### src/rtl/fxp_pkg.sv
// fxp_pkg: definitions shared by the fixed-point blocks.
//   N, Q, ACC_W   : default word width, fractional bits and accumulator width
//   ONE, MAX, MIN : Q4.12 constants (+1.0, most positive, most negative)
//   state_t       : dot-product sequencer FSM states
package fxp_pkg;

    localparam int N     = 16;
    localparam int Q     = 12;
    localparam int ACC_W = 32;

    localparam logic [15:0] ONE = 16'h1000;
    localparam logic [15:0] MAX = 16'h7FFF;
    localparam logic [15:0] MIN = 16'h8000;

    typedef enum logic [1:0] {
        IDLE  = 2'd0,
        RUN   = 2'd1,
        DRAIN = 2'd2,
        DONE  = 2'd3
    } state_t;

endpackage

### src/rtl/multiplier_fixed_point_16_bit.sv
// multiplier_fixed_point_16_bit: combinational signed fixed-point multiplier.
//   a, b : signed QN-Q.Q operands
//   p    : product rescaled to Q fractional bits, saturated to the N-bit range
//   ovf  : the rescaled product did not fit in N bits (p is then clamped)
// A zero operand always gives exactly zero with no overflow.
module multiplier_fixed_point_16_bit #(
    parameter int Q = 12,
    parameter int N = 16
) (
    input  logic [N-1:0] a,
    input  logic [N-1:0] b,
    output logic [N-1:0] p,
    output logic         ovf
);

    localparam logic signed [2*N-1:0] P_MAX = {{(N+1){1'b0}}, {(N-1){1'b1}}};
    localparam logic signed [2*N-1:0] P_MIN = {{(N+1){1'b1}}, {(N-1){1'b0}}};

    logic signed [2*N-1:0] full;
    logic signed [2*N-1:0] shifted;

    always_comb begin
        full    = $signed({{N{a[N-1]}}, a}) * $signed({{N{b[N-1]}}, b});
        shifted = full >>> Q;
        p       = shifted[N-1:0];
        ovf     = 1'b0;
        if (a == '0 || b == '0) begin
            p = '0;
        end else if (shifted > P_MAX) begin
            p   = P_MAX[N-1:0];
            ovf = 1'b1;
        end else if (shifted < P_MIN) begin
            p   = P_MIN[N-1:0];
            ovf = 1'b1;
        end
    end

endmodule

### src/rtl/fixed_point_dot_product_sequencer.sv
// fixed_point_dot_product_sequencer: Q4.12 dot product of two RAM-resident vectors.
//   clk, rst_n        : clock, asynchronous active-low reset
//   start, len        : request (accepted only in IDLE) and element count
//   a_base, b_base    : vector base addresses, sampled at start
//   rd_en, a_addr/b_addr : read strobe and addresses to both RAMs
//   a_data, b_data    : read data, valid the cycle after rd_en
//   busy, done        : run in progress / one-cycle completion pulse
//   result            : saturated Q4.12 sum, held until the next accepted start
//   mul_ovf, acc_sat  : sticky product overflow / final sum was clamped
import fxp_pkg::*;

module fixed_point_dot_product_sequencer #(
    parameter int N      = 16,
    parameter int Q      = 12,
    parameter int ADDR_W = 10,
    parameter int LEN_W  = 8,
    parameter int ACC_W  = 32
) (
    input  logic              clk,
    input  logic              rst_n,
    input  logic              start,
    input  logic [LEN_W-1:0]  len,
    input  logic [ADDR_W-1:0] a_base,
    input  logic [ADDR_W-1:0] b_base,
    output logic              rd_en,
    output logic [ADDR_W-1:0] a_addr,
    output logic [ADDR_W-1:0] b_addr,
    input  logic [N-1:0]      a_data,
    input  logic [N-1:0]      b_data,
    output logic              busy,
    output logic              done,
    output logic [N-1:0]      result,
    output logic              mul_ovf,
    output logic              acc_sat
);

    localparam logic signed [ACC_W-1:0] SAT_HI = {{(ACC_W-N){MAX[N-1]}}, MAX};
    localparam logic signed [ACC_W-1:0] SAT_LO = {{(ACC_W-N){MIN[N-1]}}, MIN};

    state_t            state, state_nxt;
    logic [LEN_W-1:0]  len_r, idx;
    logic [ADDR_W-1:0] a_base_r, b_base_r;
    logic              mac_vld;     // read data for a pair is on a_data/b_data
    logic [ACC_W-1:0]  acc, acc_nxt;
    logic [N-1:0]      prod;
    logic              prod_ovf;
    logic [N-1:0]      sat_res;
    logic              sat_flag;

    multiplier_fixed_point_16_bit #(.Q(Q), .N(N)) u_mul (
        .a   (a_data),
        .b   (b_data),
        .p   (prod),
        .ovf (prod_ovf)
    );

    // FSM state register
    always_ff @(posedge clk or negedge rst_n) begin
        if (!rst_n) state <= IDLE;
        else        state <= state_nxt;
    end

    // FSM next state and control outputs
    always_comb begin
        state_nxt = state;
        rd_en     = 1'b0;
        busy      = 1'b0;
        done      = 1'b0;
        case (state)
            IDLE:  if (start) state_nxt = (len == '0) ? DONE : RUN;
            RUN: begin
                rd_en = 1'b1;
                busy  = 1'b1;
                if (idx == len_r - LEN_W'(1)) state_nxt = DRAIN;
            end
            DRAIN: begin
                busy      = 1'b1;
                state_nxt = DONE;
            end
            DONE: begin
                done      = 1'b1;
                state_nxt = IDLE;
            end
            default: state_nxt = IDLE;
        endcase
    end

    // Addresses are forced to zero outside RUN so the RAM bus idles quietly.
    assign a_addr = rd_en ? a_base_r + ADDR_W'(idx) : '0;
    assign b_addr = rd_en ? b_base_r + ADDR_W'(idx) : '0;

    // Accumulate and clamp; the clamp sees the sum including the final pair
    // so result can be registered as the FSM leaves DRAIN.
    always_comb begin
        acc_nxt  = mac_vld ? acc + {{(ACC_W-N){prod[N-1]}}, prod} : acc;
        sat_res  = acc_nxt[N-1:0];
        sat_flag = 1'b0;
        if ($signed(acc_nxt) > SAT_HI) begin
            sat_res  = MAX;
            sat_flag = 1'b1;
        end else if ($signed(acc_nxt) < SAT_LO) begin
            sat_res  = MIN;
            sat_flag = 1'b1;
        end
    end

    always_ff @(posedge clk or negedge rst_n) begin
        if (!rst_n) begin
            len_r    <= '0;
            a_base_r <= '0;
            b_base_r <= '0;
            idx      <= '0;
            mac_vld  <= 1'b0;
            acc      <= '0;
            mul_ovf  <= 1'b0;
            result   <= '0;
            acc_sat  <= 1'b0;
        end else begin
            mac_vld <= rd_en;
            if (state == IDLE && start) begin
                len_r    <= len;
                a_base_r <= a_base;
                b_base_r <= b_base;
                idx      <= '0;
                acc      <= '0;
                mul_ovf  <= 1'b0;
                result   <= '0;
                acc_sat  <= 1'b0;
            end else begin
                if (rd_en) idx <= idx + LEN_W'(1);
                if (mac_vld) begin
                    acc     <= acc_nxt;
                    mul_ovf <= mul_ovf | prod_ovf;
                end
                if (state == DRAIN) begin
                    result  <= sat_res;
                    acc_sat <= sat_flag;
                end
            end
        end
    end

endmodule

### config.mk
export PLATFORM = sky130hd
export DESIGN_NAME = fixed_point_dot_product_sequencer
export DESIGN_NICKNAME = d
export VERILOG_FILES = /design/src/rtl/fxp_pkg.sv /design/src/rtl/multiplier_fixed_point_16_bit.sv /design/src/rtl/fixed_point_dot_product_sequencer.sv
export SDC_FILE = /design/constraint.sdc
export NUM_CORES = 1
export LEC_CHECK = 0
export CAP_MARGIN = 20
export CORE_MARGIN = 5
export CORE_UTILIZATION = 30
export CTS_CLUSTER_DIAMETER = 40
export CTS_CLUSTER_SIZE = 20
export DETAILED_ROUTE_END_ITERATION = 8
export GPL_TIMING_DRIVEN = 1
export PLACE_DENSITY = 0.56
export SYNTH_ARGS = -nofsm -noshare
export SYNTH_HDL_FRONTEND = slang
export SYNTH_HIERARCHICAL = 1
export SYNTH_SLANG_ARGS = --single-unit
export TNS_END_PERCENT = 10
### constraint.sdc
create_clock -name clk -period 5.2 [get_ports clk]
set_input_delay 1.56 -clock clk [delete_from_list [all_inputs] [get_ports clk]]
set_output_delay 1.56 -clock clk [all_outputs]
set_load 0.005 [all_outputs]
==> impl_metrics.env, run 1 <==
export IMPL_fp_dieW_um=250
export IMPL_htree_num_levels=3
export IMPL_post_route_drc_count=0
export IMPL_hold_path_depth=2
export IMPL_die_y_um=250
export IMPL_wirelength_um=53100
export IMPL_clockRootBuffer="clkbuf_16"
export IMPL_finalWorstSetupSlack_ns=-5.26
export IMPL_synthesis_nets=2432
export IMPL_syn_inst=1972
export IMPL_initial_core_util_pct=30.5
export IMPL_fin_tns_setup_ns=-216.27
export IMPL_critPathKind="primary input to register"
export IMPL_cts_sinks=89
export IMPL_synth_ff_type="dfrtp_1"
export IMPL_violations="negative setup slack"
export IMPL_netlist_area_leader_share_pct=30.7
export IMPL_dp_hpwl_um=41100
export IMPL_n_antenna_cell=0
export IMPL_via_per_inst=4.79
export IMPL_clockBufferDepth=2
export IMPL_required_ns=5.42
export IMPL_hold_path_class="register to register"
export IMPL_port_buffers=103
export IMPL_period_share_pct=201
export IMPL_ys_seq_area_share_pct=12.9
export IMPL_cts_tree="done"
export IMPL_yosys_area_top_type="fa_1"
export IMPL_drive_gt1_share_pct=29.9
export IMPL_postSynth_asyncResetShare_pct=100
export IMPL_cp_max_fo=7
export IMPL_synthesis_area_um2=17200
export IMPL_r2r_cells=15
export IMPL_antenna_left=0
export IMPL_critPathCaptureType="register"
export IMPL_nNetsFinal=2901
export IMPL_dr_pass1_iters=5
export IMPL_arrival_ns=10.68
export IMPL_postSynthAreaPerCell_um2=8.74
export IMPL_ys_warn_count=6
export IMPL_drt_iter0_markers=842
export IMPL_synth_common_cells="inv_1, fa_1, nand2_1"
export IMPL_die_area_um2=62400
export IMPL_tightest_slew_ns=0.980
export IMPL_max_clock_freq_ghz=0.0956
export IMPL_fin_crit_ns=10.46
export IMPL_wl_per_cell_um=16.6
export IMPL_slowest_delay_ns=0.57
export IMPL_cap_violations=0
export IMPL_crit_top_cell="fa_1"
export IMPL_fill_cells=5552
export IMPL_slew_headroom_pct=34.7
export IMPL_clk_pin_slew_ns=0.06
export IMPL_yosysMostFrequentCell="inv_1"
export IMPL_grt_pass1_vias=16056
export IMPL_cp_slowest_cell="fa_1"
export IMPL_numCtsBuffers=9
export IMPL_gp_routability_congestion=0.887
export IMPL_antenna_found_initial=0
export IMPL_overflow=0
export IMPL_netlist_top_cells_area="fa_1, dfrtp_1, ha_1"
export IMPL_clock_skew_ns=0.0107
export IMPL_gr_usage_all_layers_pct=16.1
export IMPL_setup_violations_final=50
export IMPL_final_util_pct=42.5
export IMPL_grt_pass1_wl_um=84300
export IMPL_rsz0062_at_grt="true"
export IMPL_slew_violations=0
export IMPL_clk_latency_ns=0.35
export IMPL_startpoint_type="primary input"
export IMPL_synthToLayoutAreaGrowth_pct=39.4
export IMPL_placed_area_um2=21600
export IMPL_vias=15345
export IMPL_final_area_um2=24000
export IMPL_core_area_um2=56600
export IMPL_status="finished, violations left"
export IMPL_ys_types=99
export IMPL_rows=87
export IMPL_synth_edf_count=0
export IMPL_grt_max_degree=57
export IMPL_hold_viol=0
export IMPL_synth_seq_cells=89
export IMPL_io_pins=104
## what timing repair did
item	CTS	global route
gates cloned	1	13
setup endpoints to repair	50	50
hold buffers	0	0
buffers inserted	14	68
pin swaps	31	105
resized for setup	85	260
## critical path, delay by kind of cell
kind            cells  cell delay, ns
buf+inv            10            1.24
fa+ha+maj           8            3.49
compound gates     12            2.71
simple gates        7            1.65
## flip-flops by register name, summed over array words and instances, names as in the netlist
name      flops
b_base_r     10
result       16
len_r         8
mac_vld       1
idx           8
a_base_r     10
mul_ovf       1
acc          32
state         2
acc_sat       1
## cells by family after synthesis
kind of cell / synth area share (%)
compound gates: 13.6
xor+xnor: 3.77
fa+ha+maj: 40.3
buf+inv: 9.94
flops: 12.9
mux: 0.936
simple gates: 18.5
## per-stage QoR
stage,instances,hold WS [ns],worst slack [ns]
floorplan,1972,0.448,-5.19
global placement,3090,0.465,-5.97
detailed placement,3090,0.469,-6.07
CTS,3121,0.485,-5.46
global route,3202,0.521,-5.56
finish,3202,0.484,-5.26
## path summary, 6_finish.rpt
path,slack (ns),startpoint,to
max,-5.26,a_data[7],result[1]
min,0.48,b_base_r[6],b_base_r[6]
max reg2reg,1.38,acc[0],result[1]
min reg2reg,0.48,b_base_r[6],b_base_r[6]
max in group asynchronous,2.92,rst_n,len_r[0]
min in group asynchronous,1.27,rst_n,b_base_r[0]
## metal layers
metal	share of wire (%)	GRT usage [%]	vias to the layer above
li1	-	-	7289
met1	46	23.0	7622
met2	48	26.3	355
met3	4.1	1.56	79
met4	2.5	3.98	0
met5	0	0	-
## layout make-up
type	instances	area, µm²	area share, %
Sequential cell	89	2230	9.27
Timing Repair Buffer	549	4910	20.4
Clock inverter	5	80.1	0.333
Multi-Input combinational cell	1462	14400	59.9
Inverter	330	1240	5.18
Clock buffer	11	233	0.968
Tap cell	756	946	3.94
## layout by cell type (no fill, tap or decap), types with 15 or more instances in the layout
cell	netlist	routed
buf_4	3	380
a21oi_2	13	33
buf_12	1	20
dfrtp_1	89	88
a21o_1	21	21
xor2_1	22	21
and2_1	141	130
ha_1	133	105
inv_1	330	312
buf_6	5	40
ha_4	0	22
nand2_1	249	237
xnor2_1	49	45
nor2_1	111	107
o21bai_1	16	15
nor3_1	20	15
clkbuf_16	0	18
fa_2	0	22
a21oi_1	94	66
nand3_1	17	16
clkdlybuf4s50_1	0	71
nand4_1	21	21
fa_1	264	242
inv_2	0	16
o21ai_0	56	47
Power of run 1 is left out: the tool's default activity adds up to more than one toggle a clock period on the data nets, which glitch-free logic cannot reach.
==> inputs of run 2 (changes only) <==
- PLACE_DENSITY: 0.56 -> 0.58
- clock period: 5.2 -> 8.47 ns (I/O delays scaled with it)
==> run 2 against run 1 <==
Effect of this change: worst setup slack better by 2.3 ns; die area did not move; critical endpoint is now result[12]; final area is 0.61% lower; worst hold slack improved by 0.0057 ns; critical path type unchanged; non-clock buffer count down 20; the run still ends with negative setup slack left; via count increased by 0.67%.
==> impl_metrics.env, run 2 (synthesis gave the netlist of run 1 again) <==
export IMPL_status="finished, violations left"
export IMPL_violations="negative setup slack"
export IMPL_arrival_ns=11.66
export IMPL_antenna_left=0
export IMPL_top_register="acc"
export IMPL_period_share_pct=135
export IMPL_cap_violations=0
export IMPL_core_area_um2=56600
export IMPL_hold_path_class="register to register"
export IMPL_slew_headroom_pct=33.5
export IMPL_dr_pass1_iters=5
export IMPL_multi_input_area_um2=14400
export IMPL_dp_cells=3067
export IMPL_drive_gt1_share_pct=29.2
export IMPL_rows=87
export IMPL_gr_usage_all_layers_pct=16.1
export IMPL_die_y_um=250
export IMPL_r2r_end="result[12]"
export IMPL_overflow=0
export IMPL_crit_end="result[12]"
export IMPL_antenna_found_initial=0
export IMPL_initial_core_util_pct=30.5
export IMPL_max_clock_freq_ghz=0.0875
export IMPL_slowest_delay_ns=0.58
export IMPL_vias=15448
export IMPL_grt_max_degree=68
export IMPL_wirelength_um=52200
export IMPL_fin_crit_ns=11.43
export IMPL_fp_dieW_um=250
export IMPL_grt_pass1_wl_um=84300
export IMPL_io_pins=104
export IMPL_hold_buffers=0
export IMPL_startpoint_type="primary input"
export IMPL_cts_sinks=89
export IMPL_top_regs="acc: 32 flops, result: 16 flops"
export IMPL_cp_slowest_cell="fa_1"
export IMPL_die_area_um2=62400
export IMPL_gp_routability_congestion=0.893
export IMPL_synthToLayoutAreaGrowth_pct=38.5
export IMPL_via_per_inst=4.85
export IMPL_r2r_cells=13
export IMPL_dp_hpwl_um=40500
export IMPL_numCtsBuffers=9
export IMPL_largest_register_ffs=32
export IMPL_port_buffers=103
export IMPL_hold_viol=0
export IMPL_critPathCaptureType="register"
export IMPL_placed_area_um2=21500
export IMPL_ff2ff_setup_slack_ns=4.61
export IMPL_wl_per_cell_um=16.4
export IMPL_required_ns=8.69
export IMPL_startpoint="b_data[6]"
export IMPL_post_route_drc_count=0
export IMPL_crit_reg2reg_launch="mac_vld"
export IMPL_final_common_cell="buf_4"
export IMPL_slew_violations=0
export IMPL_crit_top_cell="fa_1"
export IMPL_final_area_um2=23900
export IMPL_rsz0062_at_grt="true"
export IMPL_seq_area_um2=2230
export IMPL_final_cell_mix="buf_4, inv_1, fa_1"
export IMPL_clk_pin_slew_ns=0.07
export IMPL_clock_skew_ns=0.0107
export IMPL_cts_tree="done"
export IMPL_finalWorstSetupSlack_ns=-2.96
export IMPL_tightest_slew_ns=0.997
export IMPL_clockRootBuffer="clkbuf_16"
export IMPL_critPathKind="primary input to register"
export IMPL_htree_num_levels=3
export IMPL_cp_max_fo=8
export IMPL_fin_cells=3183
export IMPL_setup_violations_final=50
export IMPL_n_antenna_cell=0
export IMPL_nNetsFinal=2882
export IMPL_fin_tns_setup_ns=-104.34
export IMPL_drt_iter0_markers=756
export IMPL_clockBufferDepth=2
export IMPL_clk_latency_ns=0.35
export IMPL_fill_cells=5506
export IMPL_grt_pass1_vias=16386
run 2: layout make-up:
class | instances | share of cell area (%)
clock buffer | 9 | 0.943
inverter | 330 | 5.22
tap | 756 | 3.96
sequential | 89 | 9.33
timing repair buffer | 529 | 19.9
multi-input combinational | 1463 | 60.4
clock inverter | 7 | 0.231
run 2: timing repair:
action,CTS,global route
endpoints found under the setup margin,50,50
pin swaps,58,98
buffers inserted,33,51
endpoints found under the hold margin,0,0
cloned,5,11
resized for setup,102,229
run 2: worst min path at each step:
stage                     cells after the start         from  slack (ns)     endpoint
final                                         2  a_base_r[6]        0.49  a_base_r[6]
after global routing                          2  b_base_r[5]        0.51  b_base_r[5]
after CTS                                     2  b_base_r[5]        0.49  b_base_r[5]
after detailed placement                      2  b_base_r[5]        0.47  b_base_r[5]
after global placement                        2  b_base_r[4]        0.46  b_base_r[4]
after floorplan                               2  a_base_r[6]        0.45  a_base_r[6]
run 2: metal layers:
layer | up-vias | routed length [µm] | global-route usage (%) | share of wire, %
li1 | 7236 | - | - | -
met1 | 7743 | 23000 | 22.1 | 44
met2 | 390 | 25600 | 27.3 | 49
met3 | 79 | 2360 | 1.70 | 4.5
met4 | 0 | 1160 | 3.65 | 2.2
met5 | - | 0 | 0 | 0
run 2: per-stage QoR:
stage | utilization, % | setup slack, ns | hold slack, ns
global route | 42.2 | -3.19 | 0.512
floorplan | - | -2.90 | 0.448
finish | 42.2 | -2.96 | 0.489
global placement | 37.9 | -3.73 | 0.465
CTS | 39.9 | -3.23 | 0.490
detailed placement | 37.9 | -3.87 | 0.471
run 2: worst max-delay path, delay by kind of cell:
family	cells	cell delay, ns
adders and majority gates	8	3.61
and+or+nand+nor	5	1.55
AOI/OAI and AO/OA	13	2.22
buffers and inverters	14	1.74
Power of run 2 is left out for the same reason.
==> inputs of run 3 (changes only) <==
- SYNTH_HIERARCHICAL: 1 -> not set
==> run 3 against run 2 <==
Effect of this change: the run still ends with negative setup slack left; die area is 5.2% lower; non-clock buffer count is 89 lower; critical path depth is 4 higher; area after synthesis is 5.4% lower; worst hold slack worse by 0.011 ns; global-route usage is 0.41 points lower; register-to-register slack hardly changed; worst setup slack worse by 0.22 ns; synthesized cell count is 7.4% lower; cell count is 8.6% lower; via count is 12% lower; largest cell class unchanged.
==> impl_metrics.env, run 3 <==
export IMPL_fin_crit_ns=11.66
export IMPL_syn_inst=1826
export IMPL_clock_skew_ns=0.00817
export IMPL_fill_cells=5245
export IMPL_holdWs_ns=0.479
export IMPL_cp_max_fo=8
export IMPL_critPathKind="primary input to register"
export IMPL_via_per_inst=4.69
export IMPL_tightest_slew_ns=0.991
export IMPL_final_util_pct=41.0
export IMPL_vias=13657
export IMPL_wl_per_cell_um=15.7
export IMPL_synth_seq_cells=89
export IMPL_synth_ff_type="dfrtp_1"
export IMPL_drive_gt1_share_pct=25.9
export IMPL_nNetsFinal=2668
export IMPL_netlist_area_leader_share_pct=32.4
export IMPL_htree_num_levels=3
export IMPL_ys_warn_count=0
export IMPL_clockRootBuffer="clkbuf_16"
export IMPL_synth_edf_count=0
export IMPL_post_route_drc_count=0
export IMPL_critPathCaptureType="register"
export IMPL_slowest_delay_ns=0.54
export IMPL_setup_violations_final=50
export IMPL_arrival_ns=11.93
export IMPL_yosys_area_top_type="fa_1"
export IMPL_synthToLayoutAreaGrowth_pct=35.5
export IMPL_top_register="acc"
export IMPL_clk_pin_slew_ns=0.07
export IMPL_n_antenna_cell=0
export IMPL_ys_types=82
export IMPL_final_common_cell="inv_1"
export IMPL_antenna_left=0
export IMPL_yosysMostFrequentCell="inv_1"
export IMPL_gp_routability_congestion=0.868
export IMPL_die_y_um=243
export IMPL_final_cell_mix="inv_1, buf_4, fa_1"
export IMPL_drt_iter0_markers=632
export IMPL_period_share_pct=138
export IMPL_antenna_found_initial=0
export IMPL_max_clock_freq_ghz=0.0858
export IMPL_overflow=0
export IMPL_die_area_um2=59100
export IMPL_largest_register_ffs=32
export IMPL_finalWorstSetupSlack_ns=-3.19
export IMPL_violations="negative setup slack"
export IMPL_ys_seq_area_share_pct=13.7
export IMPL_cap_violations=0
export IMPL_hold_path_class="register to register"
export IMPL_postSynth_asyncResetShare_pct=100
export IMPL_core_area_um2=53800
export IMPL_port_buffers=103
export IMPL_slew_violations=0
export IMPL_grt_max_degree=70
export IMPL_gr_usage_all_layers_pct=15.6
export IMPL_grt_pass1_vias=15004
export IMPL_grt_pass1_wl_um=77500
export IMPL_place_ws_ns=-4.38
export IMPL_synthesis_area_um2=16300
export IMPL_hold_viol=0
export IMPL_clk_latency_ns=0.35
export IMPL_netlist_top_cells_area="fa_1, dfrtp_1, ha_1"
export IMPL_numCtsBuffers=9
export IMPL_cts_sinks=89
export IMPL_top_regs="acc: 32 flops, result: 16 flops"
export IMPL_status="finished, violations left"
export IMPL_rsz0062_at_grt="true"
export IMPL_required_ns=8.74
export IMPL_initial_core_util_pct=30.3
export IMPL_crit_top_cell="buf_6"
export IMPL_synthesis_nets=2286
export IMPL_cts_tree="done"
export IMPL_dr_pass1_iters=5
export IMPL_slew_headroom_pct=33.8
export IMPL_clockBufferDepth=2
export IMPL_wirelength_um=45800
export IMPL_postSynthAreaPerCell_um2=8.93
export IMPL_cp_slowest_cell="fa_2"
export IMPL_startpoint_type="primary input"
export IMPL_io_pins=104
export IMPL_synth_common_cells="inv_1, fa_1, nand2_1"
export IMPL_fp_dieW_um=243
export IMPL_rows=85
export IMPL_fin_tns_setup_ns=-113.61
export IMPL_dp_hpwl_um=35800
## run 3: what timing repair did
action	CTS	global route
hold buffers	0	0
setup buffers	45	12
pin swaps	126	62
endpoints found under the setup margin	50	50
endpoints found under the hold margin	0	0
gates cloned	8	1
gates resized for setup	251	84
## run 3: cell families (layout without fill, tap and decap cells)
logic type / Yosys count / after routing / share of synthesized area (%)
buf+inv: 390 / 776 / 9.19
fa+ha+maj: 397 / 397 / 42.6
flops: 89 / 89 / 13.7
mux: 21 / 21 / 1.34
xor+xnor: 76 / 76 / 4.08
simple gates: 596 / 596 / 18.2
compound gates: 257 / 258 / 10.9
## run 3: cell type report
class | instances | area (µm²) | share of cell area (%)
multi-input combinational | 1348 | 13500 | 61.2
timing repair buffer | 440 | 3970 | 17.9
sequential | 89 | 2230 | 10.1
inverter | 320 | 1200 | 5.45
tap | 696 | 871 | 3.94
clock buffer | 11 | 243 | 1.10
clock inverter | 5 | 62.6 | 0.283
## run 3: worst max-delay path, delay by kind of cell
kind	cells	cell delay, ns
adders and majority gates	8	3.35
and+or+nand+nor	5	1.44
buffers and inverters	12	1.43
AOI/OAI and AO/OA	17	2.93
xor gates and xnor gates	2	0.21
## run 3: routing by layer
layer / vias to the layer above / part of all wire [%] / track usage, %
li1: 6525 / - / -
met4: 0 / 1.6 / 3.34
met5: - / 0 / 0
met1: 6762 / 47 / 22.2
met3: 49 / 4.7 / 2.11
met2: 321 / 47 / 25.6
## run 3: final timing paths
| path | startpoint | to | slack (ns) | cells past startpoint |
|---|---|---|---|---|
| min in group asynchronous | rst_n | acc[27] | 2.09 | 1 |
| min | b_base_r[0] | b_base_r[0] | 0.48 | 2 |
| min reg2reg | b_base_r[0] | b_base_r[0] | 0.48 | 2 |
| max in group asynchronous | rst_n | idx[6] | 5.16 | 2 |
| max | b_data[2] | result[13] | -3.19 | 44 |
| max reg2reg | acc[0] | result[13] | 4.61 | 16 |
## run 3: per-stage QoR
stage               cells  area [µm²]
floorplan            1826       16500
global placement     2829       20200
detailed placement   2829       20200
CTS                  2896       21600
global route         2909       22100
finish               2909       22100
Power of run 3 is left out for the same reason.
